===== config.mk =====
export PLATFORM = sky130hd
export DESIGN_NAME = cla4_seq_adder
export DESIGN_NICKNAME = d
export VERILOG_FILES = /design/src/rtl/cla4_seq_adder.sv
export SDC_FILE = /design/constraint.sdc
export NUM_CORES = 1
export LEC_CHECK = 0
export CAP_MARGIN = 10
export CORE_ASPECT_RATIO = 1.1
export CORE_MARGIN = 4
export CORE_UTILIZATION = 52
export DETAILED_ROUTE_END_ITERATION = 10
export PLACE_DENSITY = 0.8
export SETUP_SLACK_MARGIN = 0.02
export SLEW_MARGIN = 20
export SYNTH_ARGS = -nofsm -noshare
export SYNTH_HDL_FRONTEND = slang
export SYNTH_SLANG_ARGS = --single-unit

===== constraint.sdc =====
create_clock -name clk -period 5.9 [get_ports clk]
set_clock_uncertainty 0.15 [all_clocks]
set_input_delay 0.885 -clock clk [delete_from_list [all_inputs] [get_ports clk]]
set_output_delay 0.885 -clock clk [all_outputs]
set_load 0.02 [all_outputs]

===== src/rtl/cla4_seq_adder.sv =====
// Multi-cycle W-bit adder built around a single 4-bit carry-lookahead slice.
// One nibble per cycle, LSB first; a carry register chains the slices.

module cla4 (
    input  logic [3:0] i_a,
    input  logic [3:0] i_b,
    input  logic       i_c,
    output logic [3:0] o_s,
    output logic       o_co
);
    logic [3:0] w_p;
    logic [3:0] w_g;
    logic [3:0] w_c;

    assign w_p = i_a ^ i_b;
    assign w_g = i_a & i_b;

    assign w_c[0] = i_c;
    assign w_c[1] = w_g[0] | (w_p[0] & i_c);
    assign w_c[2] = w_g[1] | (w_p[1] & w_g[0]) | (w_p[1] & w_p[0] & i_c);
    assign w_c[3] = w_g[2] | (w_p[2] & w_g[1]) | (w_p[2] & w_p[1] & w_g[0])
                  | (w_p[2] & w_p[1] & w_p[0] & i_c);
    assign o_co   = w_g[3] | (w_p[3] & w_g[2]) | (w_p[3] & w_p[2] & w_g[1])
                  | (w_p[3] & w_p[2] & w_p[1] & w_g[0])
                  | (w_p[3] & w_p[2] & w_p[1] & w_p[0] & i_c);

    assign o_s = w_p ^ w_c;
endmodule

// state | meaning
// IDLE  | waiting for start
// RUN   | one nibble per edge through the cla4 slice
// DONE  | one-cycle completion pulse; may accept the next start
module cla4_seq_adder #(
    parameter int N_NIBBLES = 8
) (
    input  logic                     clk,
    input  logic                     reset,
    input  logic                     start,
    input  logic [4*N_NIBBLES-1:0]   a,
    input  logic [4*N_NIBBLES-1:0]   b,
    input  logic                     ci,
    output logic                     busy,
    output logic                     done,
    output logic [4*N_NIBBLES-1:0]   s,
    output logic                     co
);
    localparam int W  = 4 * N_NIBBLES;
    localparam int CW = (N_NIBBLES > 1) ? $clog2(N_NIBBLES) : 1;

    typedef enum logic [1:0] {S_IDLE, S_RUN, S_DONE} state_t;

    state_t          r_state;
    state_t          w_state_next;
    logic            w_accept;
    logic            w_last;
    logic [W-1:0]    r_a_sh;
    logic [W-1:0]    r_b_sh;
    logic            r_carry;
    logic [CW-1:0]   r_cnt;
    logic [W-1:0]    r_s;
    logic            r_co;
    logic [3:0]      w_slice_s;
    logic            w_slice_co;
    logic [W-1:0]    w_s_next;

    cla4 u_cla4 (
        .i_a  (r_a_sh[3:0]),
        .i_b  (r_b_sh[3:0]),
        .i_c  (r_carry),
        .o_s  (w_slice_s),
        .o_co (w_slice_co)
    );

    assign w_last = (r_cnt == CW'(N_NIBBLES - 1));

    always_ff @(posedge clk or posedge reset) begin
        if (reset) r_state <= S_IDLE;
        else       r_state <= w_state_next;
    end

    always_comb begin
        w_state_next = r_state;
        w_accept     = 1'b0;
        case (r_state)
            S_IDLE: begin
                if (start) begin
                    w_state_next = S_RUN;
                    w_accept     = 1'b1;
                end
            end
            S_RUN: begin
                if (w_last) w_state_next = S_DONE;
            end
            S_DONE: begin
                if (start) begin
                    w_state_next = S_RUN;
                    w_accept     = 1'b1;
                end else begin
                    w_state_next = S_IDLE;
                end
            end
            default: w_state_next = S_IDLE;
        endcase
    end

    always_ff @(posedge clk or posedge reset) begin
        if (reset) begin
            r_a_sh  <= '0;
            r_b_sh  <= '0;
            r_carry <= 1'b0;
            r_cnt   <= '0;
            r_s     <= '0;
            r_co    <= 1'b0;
        end else if (w_accept) begin
            r_a_sh  <= a;
            r_b_sh  <= b;
            r_carry <= ci;
            r_cnt   <= '0;
        end else if (r_state == S_RUN) begin
            r_a_sh  <= r_a_sh >> 4;
            r_b_sh  <= r_b_sh >> 4;
            r_carry <= w_slice_co;
            if (w_last) begin
                r_s  <= w_s_next;
                r_co <= w_slice_co;
            end else begin
                r_cnt <= r_cnt + CW'(1);
            end
        end
    end

    // Only the N-1 earlier nibbles need storing; the current slice output completes the word.
    if (N_NIBBLES > 1) begin : g_ssh
        logic [W-5:0] r_s_sh;

        always_ff @(posedge clk or posedge reset) begin
            if (reset)                 r_s_sh <= '0;
            else if (r_state == S_RUN) r_s_sh <= w_s_next[W-1:4];
        end

        assign w_s_next = {w_slice_s, r_s_sh};
    end else begin : g_no_ssh
        assign w_s_next = w_slice_s;
    end

    assign busy = (r_state == S_RUN);
    assign done = (r_state == S_DONE);
    assign s    = r_s;
    assign co   = r_co;
endmodule


=== Yosys cells after proc, flatten, opt, wreduce, memory -nomap -nowiden ===
Cells that the tools add are included.

* Output and inout port bits: 35
* Input port bits: 68
* Register bits after elaboration: 131
* Word-level logic and storage cells: 66

* Bitwise operators: 30
* Add/sub/neg operators: 1
* Muxes and demuxes: 15
* Equal/unequal tests: 6
* Reductions and logical operators: 6

{| class="wikitable"
|+ Operator list
! kind !! count
|-
| $mux 32 || 4
|-
| $and 1x1->1 || 16
|-
| $or 1x1->1 || 10
|-
| $mux 3 || 3
|-
| $xor 4x4->4 || 2
|-
| $pmux 2 s3 || 1
|-
| $mux 1 || 5
|-
| $and 4x4->4 || 1
|-
| $mux 2 || 2
|-
| $ne 2x2->1 const B || 2
|-
| $reduce_and 2->1 || 2
|-
| $add 3x1->3 const B || 1
|-
| $eq 3x3->1 const B || 1
|-
| $reduce_and 3->1 || 1
|-
| $eq 2x1->1 const B || 1
|-
| $eq 2x2->1 const B || 1
|-
| $logic_not 2->1 || 1
|-
| $ne 2x1->1 const B || 1
|-
| $reduce_bool 2->1 || 1
|-
| $reduce_or 2->1 || 1
|-
| $not 1->1 || 1
|}

=== Depth between registers and ports, before layout ===
Gate-level depths: netlist (run 1).

* Depth in word-level cells: 8
* Mapped depth: 7
* Depth with buffers taken out: 5

=== By module ===
Synthesis (run 1) repeated with hierarchy kept, for this count alone.

* Cell total of the unflattened synthesis: 456
* Area total of the unflattened synthesis: 6,496.2 um2

{| class="wikitable"
|+ By module, submodules not included
! module !! sequential area each (um2) !! instances !! area each (um2) !! cells an instance
|-
| cla4_seq_adder || 3,278.1 || 1 || 6,348.6 || 439
|-
| cla4 || 0.0 || 1 || 147.6 || 17
|}

=== Worst setup path before layout (run 1) ===
OpenSTA, ideal clock, no wires.

* Path kind: reg2out
* Start: register r_state[1]
* End: output port busy
* Buffers on the path: 3
* Path slack: 3,814 ps
* Stages on the path, launching flop included: 6
* Arrival time: 1,051 ps
* Required time: 4,865 ps
* Cells stage by stage: dfrtp_1 > nand2b_1 > buf_6 > inv_6 > buf_4 > buf_2

* Word-level cells in the longest chain between the ends: 1

{| class="wikitable"
|+ RTL lines
! item !! line !! RTL
|-
| from (decl) || 53 || <nowiki>state_t r_state;</nowiki>
|-
| from (signal assigned) || 79 || <nowiki>else r_state <= w_state_next;</nowiki>
|-
| $eq 2x1->1 || 147 || <nowiki>assign busy = (r_state == S_RUN);</nowiki>
|-
| to (decl) || 43 || <nowiki>output logic busy,</nowiki>
|}

Every way passes these cells.

=== Worst setup path after layout (run 1) ===
* Start: register r_state[0]
* End: output port busy

Same word-level chain as after synthesis.

==> out/metrics.cfg, run 1 <==
[global_route]
use_met1=0.267
grt_usage=0.209
antenna_found_initial=0
grt-ovfl-total=0
grt_max_degree=94
use_met3=0.0623
first_global_vias=4139
busiest_layer=met2
grt_pass1_wl_mm=20.1
use_met2=0.347

[worst_setup_path]
path_delay_family=buffers and inverters
worstPathBufferInverterCount=2
r2r-end=s[1]
end_kind=output port
r2r-start=r_state[0]
regToRegSetupSlack_ns=3.51
worst-path-max-fanout=68
cp_slowest_stage_delay_ns=0.71
r2r_cells=5
worstSetupStartpointType=flop
crit_slowest_cell=clkdlybuf4s50_1
crit_required_ns=4.87
cp.depth=3
worstPathArrival_ns=2.25
crit_type=flop to output port
crit_chain=nand2b_2 > inv_6 > clkdlybuf4s50_1

[logic_synthesis]
syn_inst=509
synth.distinct_cells=29
ys_top_cells_by_area=dfrtp_1, nand2_1, mux2_4
synth-edff-count=0
synthFlopType=dfrtp_1
netlist_top_cells_count=nand2_1, dfrtp_1, nor2_1, a22oi_1, mux2_4
synth_area_sq_um=5400
syn-num-nets=584
avgSynthCellArea_sq_um=10.6
synth.top_cell.area_share=0.607
ys_seq_area_frac=0.607
ys_warn_count=0
synth.most_common_cell=nand2_1
async_flop_share=1.00
synth-seq-cells=131
synth.largest_area_cell=dfrtp_1

[sta]
hold_viol=0
rsz0062_at_grt=no
setup_viol=0
fin_crit_ns=3.28
relSlewSlack=0.337
maxSlewViolCount=0
min_period_over_period=0.556
finalSetupTns_ns=0
worst_pin_slew_ns=0.993
fmax_mhz=305

[routing]
drtIter0Drc=226
dr.pass1.iters=5
routed_wl_mm=12.1
vias_per_cell=5.51
ant_nets=0
drc=0
avgRoutedWirePerCell_um=16.5
vias=4038

[floorplan]
pin_count=103
die_h_um=115
die_w_um=105
placementRows=38
die-area_sq_um=12100
initial_utilization=0.541
core_area_sq_um=9980

[power]
power_mw=4.05
peakVddDrop_uv=235
p_leak_nw=3.34
powerDensity_nw_per_um2=580

[cts]
ctsHoldBuffers=0
cts_tree=done
cts.clk_slew.worst_paths_ns=0.06
cts_resized=0
insertion_delay_ns=0.51
cts_setup_buffers=0
cts_root_buffer=clkbuf_8
h-tree-depth=4
cts.sinks=131
cts_made_buffers=17
cts.path.max_buffers=2

[hold_path]
min_path_type=flop to flop
holdPathEnd=r_b_sh[22]
hold_path_startpoint=r_b_sh[22]
whs_path_depth=2

[cells_and_area]
fin_area_sq_um=6990
layout.nets=677
areaGrowthSynthToFinish_pct=29.3
post-route-util=0.700
drive_gt1_frac=0.106
n_fill_cell=738
fin_cells=733
antenna_cells=0

[place]
gp_congestion=0.809
dp_cells=703
dpl.hpwl_mm=7.77
dpl-instance-area_sq_um=6440
portBuffers=102

[outcome]
outcome=finished clean

[run]
cap_violations=0

==> placed cells by master, fill, tap and decap left out, drive strengths merged, types with 5 or more instances in the layout <==
cell	n
clkbuf	20
o22ai	19
o21ai	15
a22oi	34
nor2	49
mux2	28
clkdlybuf4s50	102
clkinv	5
nand2	166
ha	6
dfrtp	131
inv	6
==> stage by stage <==
stage / hold WS, ns / setup WS [ns]
finish: 0.329 / 2.62
global route: 0.359 / 2.54
CTS: 0.332 / 2.60
detailed placement: 0.313 / 2.85
global placement: 0.302 / 2.90
floorplan: 0.290 / 1.37
==> logic make-up after synthesis <==
group                      count (synthesis)  share of synthesized area
AOI/OAI and AO/OA                         83                      0.102
xor gates and xnor gates                   4                    0.00648
adders and majority gates                  7                     0.0176
buffers and inverters                     37                     0.0373
DFF                                      131                      0.607
muxes                                     28                     0.0729
and+or+nand+nor                          219                      0.157
==> worst min-delay path, stage by stage (launching register included) <==
cell	delay, ns
dfrtp_1	0.34
nand2_1	0.05
nand2_1	0.05
==> sequential cells by signal (all words and copies together), names as in the netlist <==
name,cells
r_b_sh,32
r_a_sh,32
s,32
co,1
r_cnt,3
r_carry,1
g_ssh.r_s_sh,28
r_state,2
==> worst max-delay path by stage <==
stage	slack, ns	endpoint	start
floorplan	1.37	co	reset
global placement	2.90	r_b_sh[31]	start
detailed placement	2.85	r_b_sh[31]	start
CTS	2.60	busy	r_state[0]
global route	2.54	busy	r_state[0]
finish	2.62	busy	r_state[0]
==> metal layers <==
metal | share of wire | vias up
met1 | 0.41 | 1998
met5 | 0 | -
met2 | 0.51 | 146
li1 | - | 1885
met4 | 0.0099 | 0
met3 | 0.068 | 9
==> final cells by class <==
| cell class | instances | area (sq um) | share of cell area |
|---|---|---|---|
| Tap cell | 120 | 150 | 0.0215 |
| Timing Repair Buffer | 105 | 1040 | 0.149 |
| Clock buffer | 20 | 435 | 0.0623 |
| Clock inverter | 10 | 111 | 0.0159 |
| Multi-Input combinational cell | 341 | 1930 | 0.277 |
| Sequential cell | 131 | 3280 | 0.469 |
| Inverter | 6 | 32.5 | 0.00466 |
==> where the power goes <==
part	total [mW]	switching [mW]	internal [mW]
clock	0.971	0.367	0.604
combinational	1.51	0.841	0.669
sequential	1.57	0.263	1.31
Power figures use the tool's default switching activity.
==> inputs of run 2 (changes only) <==
==> constraint.sdc (replaced) <==
create_clock -name clk -period 3.1 [get_ports clk]
set_clock_uncertainty 0.15 [all_clocks]
set_input_delay 0.465 -clock clk [delete_from_list [all_inputs] [get_ports clk]]
set_output_delay 0.465 -clock clk [all_outputs]
set_load 0.02 [all_outputs]
==> out/metrics.cfg, run 2 (synthesis results as in run 1) <==
[worst_setup_path]
crit_type=flop to output port
worst-path-max-fanout=68
worstSetupStartpointType=flop
r2r-end=s[0]
regToRegSetupSlack_ns=0.81
worstPathArrival_ns=2.17
r2r_cells=5
r2r-start=r_state[1]
startpoint=r_state[1]
crit_required_ns=2.48
end_kind=output port
cp-endpoint=busy

[global_route]
grt-ovfl-total=0
first_global_vias=4100
antenna_found_initial=0
grt_max_degree=71
grt_usage=0.203
grt_pass1_wl_mm=19.6

[cts]
cts_setup_buffers=0
ctsHoldBuffers=0
cts_tree=done
cts_root_buffer=clkbuf_8
h-tree-depth=4
cts.clk_slew.worst_paths_ns=0.06
cts_resized=0
cts_made_buffers=17
insertion_delay_ns=0.51
cts.sinks=131
cts.path.max_buffers=2

[floorplan]
core_area_sq_um=9980
placementRows=38
initial_utilization=0.541
die-area_sq_um=12100
die_h_um=115
die_w_um=105
pin_count=103

[cells_and_area]
final_common_cell=nand2_1
drive_gt1_frac=0.115
antenna_cells=0
areaGrowthSynthToFinish_pct=32.0
final_cell_mix=nand2_1, dfrtp_1, clkdlybuf4s50_1, nor2_1, a22oi_1
layout.nets=679

[sta]
finalSetupTns_ns=0
worst_pin_slew_ns=0.776
whs_ns=0.122
relSlewSlack=0.481
min_period_over_period=0.900
rsz0062_at_grt=no
fmax_mhz=358
fin_crit_ns=2.79
setup_viol=0
hold_viol=0
maxSlewViolCount=0

[place]
portBuffers=102
gp_congestion=0.780
dpl.hpwl_mm=7.76

[routing]
routed_wl_mm=11.7
ant_nets=0
drc=0
drtIter0Drc=208
dr.pass1.iters=5
vias=4023
avgRoutedWirePerCell_um=15.9
vias_per_cell=5.46

[hold_path]
min_path_type=primary input to asynchronous set/reset pin

[power]
p_leak_nw=3.41
powerDensity_nw_per_um2=1120
peakVddDrop_uv=535

[outcome]
outcome=finished clean

[run]
cap_violations=0

==> run 2: final cells by class <==
class                   instances  area [sq um]
repair buffers                107          1080
inverters                       6          31.3
clock inverters                12           201
flip-flops and latches        131          3280
fillers                       691          2850
well taps                     120           150
multi-input cells             341          1930
clock buffers                  20           455
==> run 2: critical path, cell delays in order, from the launching register on <==
cell and delay (ns):
dfrtp_1 0.37, nand2b_2 0.21, inv_6 0.38, clkdlybuf4s50_1 0.70
==> run 2: report_power, final <==
group	switching, mW	total (mW)	internal [mW]
Combinational	1.57	2.85	1.28
Sequential	0.496	2.99	2.49
Clock	0.728	2.18	1.45
Total	2.79	8.02	5.23
==> run 2: worst min-delay path by stage <==
stage | start | end | slack (ns) | cells after the start
6_report | reset | g_ssh.r_s_sh[3] | 0.12 | 2
3_3_place_gp | r_b_sh[15] | r_b_sh[15] | 0.31 | 2
5_1_grt | reset | g_ssh.r_s_sh[3] | 0.14 | 2
2_1_floorplan | g_ssh.r_s_sh[0] | g_ssh.r_s_sh[0] | 0.29 | 2
4_1_cts | reset | g_ssh.r_s_sh[6] | 0.12 | 2
3_5_place_dp | g_ssh.r_s_sh[1] | g_ssh.r_s_sh[1] | 0.31 | 2
==> run 2: through the flow <==
| stage | std cells | setup slack, ns | utilization | power, mW | cell area, sq um |
|---|---|---|---|---|---|
| 6_report | 737 | 0.310 | 0.715 | 8.02 | 7130 |
| 3_5_place_dp | 705 | 0.774 | 0.649 | 5.85 | 6480 |
| 3_3_place_gp | 705 | 0.836 | 0.649 | 5.70 | 6480 |
| 5_1_grt | 737 | 0.203 | 0.715 | 8.55 | 7130 |
| 4_1_cts | 737 | 0.262 | 0.715 | 8.09 | 7130 |
| 2_1_floorplan | 509 | 0.862 | - | 4.93 | 5410 |
==> run 2: per-layer routing <==
layer,part of all wire,up-vias,track usage
met5,0,-,0
met4,0.010,0,0.0630
met3,0.061,13,0.0606
met2,0.50,152,0.332
met1,0.43,1970,0.263
li1,-,1888,-
